[src/rtl/baccarat_round_ctrl.sv]
// Baccarat round controller: deals four cards, applies the third-card tableau,
// scores the hand, keeps saturating outcome tallies and ends the game after NUM_HANDS.
module baccarat_round_ctrl #(
   parameter int AUTO_DEAL   = 1,
   parameter int HOLD_CYCLES = 4,
   parameter int NUM_HANDS   = 0,
   parameter int CNT_W       = 8
) (
   input  logic             slow_clock,
   input  logic             resetb,
   input  logic             deal_req,
   input  logic [3:0]       dscore,
   input  logic [3:0]       pscore,
   input  logic [3:0]       pcard3,
   output logic             load_pcard1,
   output logic             load_pcard2,
   output logic             load_pcard3,
   output logic             load_dcard1,
   output logic             load_dcard2,
   output logic             load_dcard3,
   output logic             player_win_light,
   output logic             dealer_win_light,
   output logic             tie_light,
   output logic             hand_done,
   output logic             game_over,
   output logic             score_err,
   output logic [CNT_W-1:0] player_wins,
   output logic [CNT_W-1:0] dealer_wins,
   output logic [CNT_W-1:0] ties
);

   localparam int HT_W = (HOLD_CYCLES < 2) ? 1 : $clog2(HOLD_CYCLES + 1);
   localparam int HC_W = (NUM_HANDS < 2) ? 1 : $clog2(NUM_HANDS + 1);
   localparam logic [HT_W-1:0] HOLD_LOAD = HT_W'(HOLD_CYCLES);
   localparam logic [HT_W-1:0] TIMER_ONE = HT_W'(1);
   localparam logic [HC_W-1:0] HAND_LAST = HC_W'(NUM_HANDS);

   typedef enum logic [3:0] {
      S_IDLE, S_P1, S_D1, S_P2, S_D2, S_EVAL_P, S_P3, S_EVAL_D, S_D3, S_RESULT, S_HOLD, S_DONE
   } state_t;

   state_t           state_q, state_d;
   logic             pwl_q, pwl_d, dwl_q, dwl_d, tie_q, tie_d;
   logic             err_q, err_d;
   logic [CNT_W-1:0] pw_q, pw_d, dw_q, dw_d, ti_q, ti_d;
   logic [HT_W-1:0]  timer_q, timer_d;
   logic [HC_W-1:0]  hand_q, hand_d;

   // Out-of-range scores read as 9, an out-of-range third card as a face card.
   logic [3:0] ps, ds, pc3;
   logic       score_bad;
   assign ps        = (pscore > 4'd9) ? 4'd9 : pscore;
   assign ds        = (dscore > 4'd9) ? 4'd9 : dscore;
   assign pc3       = (pcard3 > 4'd9) ? 4'd0 : pcard3;
   assign score_bad = (pscore > 4'd9) || (dscore > 4'd9);

   function automatic logic banker_draws(input logic [3:0] d, input logic [3:0] c);
      logic r;
      r = 1'b0;
      case (d)
         4'd0, 4'd1, 4'd2: r = 1'b1;
         4'd3:             r = (c != 4'd8);
         4'd4:             r = (c >= 4'd2) && (c <= 4'd7);
         4'd5:             r = (c >= 4'd4) && (c <= 4'd7);
         4'd6:             r = (c == 4'd6) || (c == 4'd7);
         default:          r = 1'b0;
      endcase
      return r;
   endfunction

   function automatic logic [CNT_W-1:0] sat_inc(input logic [CNT_W-1:0] v);
      return (&v) ? v : v + CNT_W'(1);
   endfunction

   always_comb begin
      // NOTE: every variable gets its hold value first so no path through the case infers a latch.
      state_d = state_q;
      pwl_d   = pwl_q;
      dwl_d   = dwl_q;
      tie_d   = tie_q;
      err_d   = err_q;
      pw_d    = pw_q;
      dw_d    = dw_q;
      ti_d    = ti_q;
      timer_d = timer_q;
      hand_d  = hand_q;
      case (state_q)
         S_IDLE: if (AUTO_DEAL != 0 || deal_req) state_d = S_P1;
         S_P1:   state_d = S_D1;
         S_D1:   state_d = S_P2;
         S_P2:   state_d = S_D2;
         S_D2:   state_d = S_EVAL_P;
         S_EVAL_P: begin
            err_d = err_q | score_bad;
            if (ps >= 4'd8 || ds >= 4'd8) state_d = S_RESULT;
            else if (ps <= 4'd5)          state_d = S_P3;
            else if (ds <= 4'd5)          state_d = S_D3;
            else                          state_d = S_RESULT;
         end
         S_P3:   state_d = S_EVAL_D;
         S_EVAL_D: begin
            err_d   = err_q | score_bad;
            state_d = banker_draws(ds, pc3) ? S_D3 : S_RESULT;
         end
         S_D3:   state_d = S_RESULT;
         S_RESULT: begin
            err_d  = err_q | score_bad;
            pwl_d  = (ps >= ds);
            dwl_d  = (ds >= ps);
            tie_d  = (ps == ds);
            if (ps > ds)      pw_d = sat_inc(pw_q);
            else if (ds > ps) dw_d = sat_inc(dw_q);
            else              ti_d = sat_inc(ti_q);
            hand_d = hand_q + HC_W'(1);
            if (NUM_HANDS != 0 && hand_d == HAND_LAST) begin
               state_d = S_DONE;
            end else begin
               state_d = S_HOLD;
               timer_d = HOLD_LOAD;
            end
         end
         S_HOLD: begin
            if (timer_q <= TIMER_ONE) begin
               state_d = S_IDLE;
               pwl_d   = 1'b0;
               dwl_d   = 1'b0;
               tie_d   = 1'b0;
            end else begin
               timer_d = timer_q - TIMER_ONE;
            end
         end
         S_DONE:  state_d = S_DONE;
         default: state_d = S_IDLE;
      endcase
   end

   always_ff @(posedge slow_clock) begin
      if (resetb) begin
         state_q <= S_IDLE;
         pwl_q   <= 1'b0;
         dwl_q   <= 1'b0;
         tie_q   <= 1'b0;
         err_q   <= 1'b0;
         pw_q    <= '0;
         dw_q    <= '0;
         ti_q    <= '0;
         timer_q <= '0;
         hand_q  <= '0;
      end else begin
         // NOTE: non-blocking so every register samples the pre-edge values of the others.
         state_q <= state_d;
         pwl_q   <= pwl_d;
         dwl_q   <= dwl_d;
         tie_q   <= tie_d;
         err_q   <= err_d;
         pw_q    <= pw_d;
         dw_q    <= dw_d;
         ti_q    <= ti_d;
         timer_q <= timer_d;
         hand_q  <= hand_d;
      end
   end

   assign load_pcard1      = (state_q == S_P1);
   assign load_dcard1      = (state_q == S_D1);
   assign load_pcard2      = (state_q == S_P2);
   assign load_dcard2      = (state_q == S_D2);
   assign load_pcard3      = (state_q == S_P3);
   assign load_dcard3      = (state_q == S_D3);
   assign hand_done        = (state_q == S_RESULT);
   assign game_over        = (state_q == S_DONE);
   assign player_win_light = pwl_q;
   assign dealer_win_light = dwl_q;
   assign tie_light        = tie_q;
   assign score_err        = err_q;
   assign player_wins      = pw_q;
   assign dealer_wins      = dw_q;
   assign ties             = ti_q;

endmodule

[config.mk]
export PLATFORM = sky130hd
export DESIGN_NAME = baccarat_round_ctrl
export DESIGN_NICKNAME = d
export VERILOG_FILES = /design/src/rtl/baccarat_round_ctrl.sv
export SDC_FILE = /design/constraint.sdc
export NUM_CORES = 1
export LEC_CHECK = 0
export ABC_AREA = 1
export CAP_MARGIN = 30
export CORE_AREA = 2 2 51 89
export CTS_CLUSTER_DIAMETER = 100
export DETAILED_ROUTE_END_ITERATION = 8
export DIE_AREA = 0 0 53 91
export DONT_BUFFER_PORTS = 1
export PLACE_DENSITY = 0.71
export SETUP_SLACK_MARGIN = 0.5
export SLEW_MARGIN = 20
export SYNTH_ARGS = -nofsm -noshare
export SYNTH_HDL_FRONTEND = slang
export SYNTH_SLANG_ARGS = --single-unit
[constraint.sdc]
create_clock -name slow_clock -period 3.9 [get_ports slow_clock]
set_clock_uncertainty 0.1 [all_clocks]
set_input_delay 0.78 -clock slow_clock [delete_from_list [all_inputs] [get_ports slow_clock]]
set_output_delay 0.78 -clock slow_clock [all_outputs]
set_load 0.03 [all_outputs]
* After elaboration in Yosys (flattened, before gate mapping)
Index checks and enable logic that the tools add are counted.
** Storage, ports and cells
- Register bits after elaboration :: 35
- Bits of input ports :: 15
- Output and inout port bits :: 36
** Operators by class
- Add/subtract/negate cells :: 4
- $lt $le $gt $ge :: 15
- Eq/ne operators :: 23
- Mux-type cells :: 17
- Bitwise logic cells :: 6
- Reductions and logical operators :: 18
** Operators with widths (number)
- $pmux W4 S12 :: 1
- $eq A4 B3 Y1 const B :: 9
- $add A8 B1 Y8 const B :: 3
- $mux W4 :: 6
- $reduce_and A8 Y1 :: 3
- $eq A4 B2 Y1 const B :: 4
- $eq A4 B4 Y1 const B :: 4
- $gt A4 B4 Y1 const B :: 3
- $le A4 B3 Y1 const B :: 3
- $eq A4 B1 Y1 const B :: 2
- $ge A4 B4 Y1 :: 2
- $ge A4 B4 Y1 const B :: 2
- $gt A4 B4 Y1 :: 2
- $logic_not A4 Y1 :: 2
- $reduce_and A4 Y1 :: 2
- $pmux W1 S2 :: 3
- $pmux W3 S2 :: 1
- $reduce_or A3 Y1 :: 2
- $not A1 Y1 :: 5
- $pmux W1 S5 :: 1
- $eq A4 B4 Y1 :: 1
- $ge A4 B2 Y1 const B :: 1
- $ge A4 B3 Y1 const B :: 1
- $mux W1 :: 4
- 11 further kinds :: 16

* Depth between registers and ports, before layout
- Word-level depth :: 8
- Mapped depth :: 15
- Depth with buffers taken out :: 14

* Worst setup path after synthesis
No wires, ideal clock.
- Path kind :: input-to-reg
- Start point :: input pscore[2]
- End point :: register dw_q[0], in the netlist dealer_wins[0]
- Library setup time :: 0.114 ns
- Data arrival time :: 2.257 ns
- Required time :: 3.686 ns
- Slack :: 1.429 ns
- Cell stages on the path :: 13
- Cells stage by stage :: o21ai_0 -> nand2_1 -> ha_1 -> nand2_1 -> nand2_1 -> nand2_1 -> nand2_4 -> nand2_1 -> buf_4 -> and2b_1 -> nand2_1 -> nand2_1 -> nor2_1
** On the way
- Cells in the longest elaborated chain, start to end :: 5
- Elaborated cells between the ends (all ways) :: 6
** RTL lines
- start, declared :: line 13 : input logic [3:0] pscore,
- $gt A4 B4 Y1 :: line 52 : assign ps = (pscore > 4'd9) ? 4'd9 : pscore;
- $mux W4 * :: line 52
- $gt A4 B4 Y1 :: line 111 : if (ps > ds) pw_d = sat_inc(pw_q);
- $not A1 Y1 (no line)
- $reduce_and A4 Y1 (no line) *
- end signal, assigned :: line 157 : dw_q <= dw_d;
- end, declared :: line 45 : logic [CNT_W-1:0] pw_q, pw_d, dw_q, dw_d, ti_q, ti_d;
Mark *: on every way between the ends. The rest lies on a longest branch, timed or not.
A chain may end at the register's enable or synchronous reset.

* Worst setup path in the final report
- Start point :: input pscore[2]
- End point :: register dw_q[1], in the netlist dealer_wins[1]
Same word-level chain as after synthesis.

==> results.md <==
* Clock share of power at 36.6%
* Avg WL per Cell at 12.3 um
* CP max stage delay at 0.32 ns
* Post-CTS Resized at 0
* Clock-pin slew on the worst setup and hold paths at 0.08 ns
* Final Cycle Share at 68.7%
* Setup TNS Final at 0 ns
* PD cells at 305 mW/mm2
* Via Count at 2120
* Initial Util at 54.1%
* Internal power at 0.000507 W
* R2r setup slk at 1.90 ns
* CP dominant cell by count: nand2_1
* Synthesis Warnings at 0
* Net Sw Power at 0.000200 W
* DRT Pass-1 Iters at 4
* Worst R2R End: ties[4]
* Largest net degree at the start of global routing at 30
* Crit-path slowest cell: ha_1
* Post-Layout Cell Count at 390
* Total Routed Length at 4.79 mm
* Chip height at 91 um
* Least-Margin Pin Slew at 1.01 ns
* I/O Buffers at 0
* Total Routing Usage GR at 21.1%
* Crit Path Class: in2reg
* Reg-to-Reg Start: ties[0]
* Hold-fix buffers, CTS at 0
* Post-CTS Setup Bufs at 0
* Site Rows at 31
* Root Buffer: clkbuf_8
* Final setup violation count at 0
* #FFs+latches synth at 35
* Leak at 1.04 nW
* I/O Pins at 51
* Netlist cell types at 29
* Min cycle time layout at 2.68 ns
* Critical Path AT at 2.77 ns
* Share of layout cells above drive strength 1 at 6.45%
* Final hold vios at 0
* CP Capture Type: register
* Synthesized area at 0.00220 mm2
* First-pass GRT wire length at 8.05 mm
* Worst Hold Path EP: timer_q[2]
* Post-DRT Antenna Nets at 0
* Critical path cell sequence: o21ai_0 -> nand2_1 -> ha_1 -> nand2_1 -> nand2_1 -> nand2_1 -> nand2_4 -> nand2_1 -> inv_1 -> nand2_2 -> o21ai_0 -> nor2_1
* CTS HTree Levels at 2
* CP Launch Type: input pin
* CP Max Fanout at 11
* Hold Path Origin: timer_q[2]
* Sw Share at 28.3%
* Number of diodes at 0
* DRC at 0
* DRT iter0 DRCs at 56
* Net count after synthesis at 363
* Die W at 53 um
* Max VDD drop at 0.000206 V
* Total global routing overflow at 0
* CTS max path bufs at 2
* Slew Limit Headroom at 32.5%
* Final Wtd Congestion at 0.805
* Mapped Avg Cell Area at 6.50 um2
* Comb power frac at 11.3%
* Die area at 0.00482 mm2
* Core area at 0.00407 mm2
* CTS tree: built
* RSZ-0062 raised after global routing: no
* Sequential share of power at 52.1%
* Hold WS at 0.384 ns
* Antenna violations before repair at 0
* F_max at 373 MHz
* NumNets Final at 364
* Hold depth at 2
* DP HPWL at 3.60 mm
* Seq/Total Area, Yosys at 31.8%
* Max_cap viols at 0
* Status: completed
* Clock tree sinks at 35
* CTS Buf Count at 5
* Worst Hold Class: reg2reg
* Clock Latency Late Sink at 0.29 ns
* Cells after Synth at 339
* Critical path data required time at 3.99 ns
* R2R cell count at 6
* Avg Vias per Cell at 5.44
* Fill cells at 426
* # placed instances at 382
* Final Max Tran Viols at 0
* Area grow syn2layout at 5.28%
* Vias in the first global route at 2012
[stage by stage]
step / util [%] / area [um2] / setup slack [ns] / power [W]
finish: 56.9 / 2320 / 1.22 / 0.000707
global route: 56.9 / 2320 / 0.994 / 0.000739
CTS: 56.9 / 2320 / 1.22 / 0.000715
detailed placement: 54.8 / 2230 / 0.914 / 0.000456
global placement: 54.8 / 2230 / 0.960 / 0.000455
floorplan: - / 2200 / 1.43 / 0.000447
[registers in the layout, indices dropped and copies added, names as in the netlist]
signal            cells
timer_q               3
tie_light             1
score_err             1
dealer_win_light      1
player_wins           8
state_q               4
player_win_light      1
dealer_wins           8
ties                  8
[how the worst max path moves through the flow]
| stage | end | slack (ns) | from | depth (start not counted) |
|---|---|---|---|---|
| floorplan | dealer_wins[0] | 1.43 | pscore[2] | 13 |
| global placement | dealer_wins[1] | 0.96 | pscore[2] | 12 |
| detailed placement | dealer_wins[1] | 0.91 | pscore[2] | 12 |
| CTS | dealer_wins[1] | 1.22 | pscore[2] | 12 |
| global route | dealer_wins[1] | 0.99 | pscore[2] | 12 |
| finish | dealer_wins[1] | 1.22 | pscore[2] | 12 |
[cells in the final DEF (no fill, tap or decap)]
master / count
nand2_1: 83
inv_1: 47
nor2_1: 43
dfxtp_1: 35
a21oi_1: 30
nand3_1: 20
o21ai_0: 14
nand4_1: 11
ha_1: 9
xor2_1: 7
nor3_1: 6
xnor2_1: 5
clkbuf_8: 5
nand2_2: 3
o21ai_1: 3
nor2_2: 2
inv_2: 2
nand2_4: 2
clkinv_2: 2
a31oi_1: 2
nor2_4: 1
a21oi_2: 1
nor2_8: 1
o211ai_1: 1
a21oi_4: 1
and2b_1: 1
nand3b_1: 1
nand4_2: 1
clkinvlp_4: 1
clkbuf_1: 1
[metal layers]
metal	GRT usage (%)	share of wire, %
met1	22.1	39
met4	6.41	1.5
met2	39.5	54
met3	4.28	5.4
met5	0	0
[Yosys cell counts]
library cell / instances / area, um2
nand2_1: 83 / 312
clkinv_2: 1 / 5.00
ha_1: 9 / 113
and2b_1: 1 / 7.51
nand4_1: 11 / 68.8
a31oi_1: 2 / 12.5
nor2_4: 1 / 11.3
dfxtp_1: 35 / 701
buf_4: 2 / 15.0
xnor2_1: 5 / 43.8
nor2_8: 1 / 20.0
nand2_2: 3 / 18.8
nand3b_1: 1 / 7.51
o21ai_1: 3 / 15.0
nand4_2: 1 / 12.5
o21ai_0: 14 / 70.1
o211ai_1: 1 / 7.51
xor2_1: 7 / 61.3
nand3_1: 20 / 100
nand2_4: 2 / 22.5
nor2_2: 2 / 12.5
nor3_1: 6 / 30.0
inv_1: 47 / 176
inv_2: 2 / 7.51
a21oi_1: 30 / 150
nor2_1: 43 / 161
a21oi_4: 1 / 16.3
a21oi_2: 1 / 8.76
clkbuf_1: 4 / 15.0
[final cells by class]
| cell class | instances | area [um2] | share of cell area [%] |
|---|---|---|---|
| Clock inverter | 2 | 12.5 | 0.540 |
| Tap cell | 49 | 61.3 | 2.64 |
| Sequential cell | 35 | 701 | 30.2 |
| Clock buffer | 6 | 72.6 | 3.13 |
| Multi-Input combinational cell | 248 | 1280 | 55.3 |
| Inverter | 50 | 189 | 8.15 |
[cells by family (layout without fill, tap and decap cells)]
group                    after synthesis  after routing  share of synthesized area [%]
AND/OR/NAND/NOR                      175            175                           35.6
buffers and inverters                 56             58                           9.94
AO/OA/AOI/OAI                         52             52                           12.7
flip-flops                            35             35                           31.8
XOR/XNOR                              12             12                           4.77
adder cells (fa/ha/maj)                9              9                           5.11
[power by group through the flow]
| stage | Sequential [W] | Combinational (W) | Clock [W] |
|---|---|---|---|
| after floorplan | 0.000375 | 0.0000715 | 0 |
| after global placement | 0.000377 | 0.0000779 | 0 |
| after detailed placement | 0.000377 | 0.0000795 | 0 |
| after CTS | 0.000368 | 0.0000797 | 0.000267 |
| after global routing | 0.000369 | 0.0000907 | 0.000279 |
| final | 0.000369 | 0.0000796 | 0.000259 |
[critical path: cells and delay by family]
kind            cells  cell delay, ns
compound gates      2            0.45
fa+ha+maj           1            0.32
buf+inv             1            0.30
simple gates        8            0.91
Note: power is estimated with default switching activity, not from simulation.
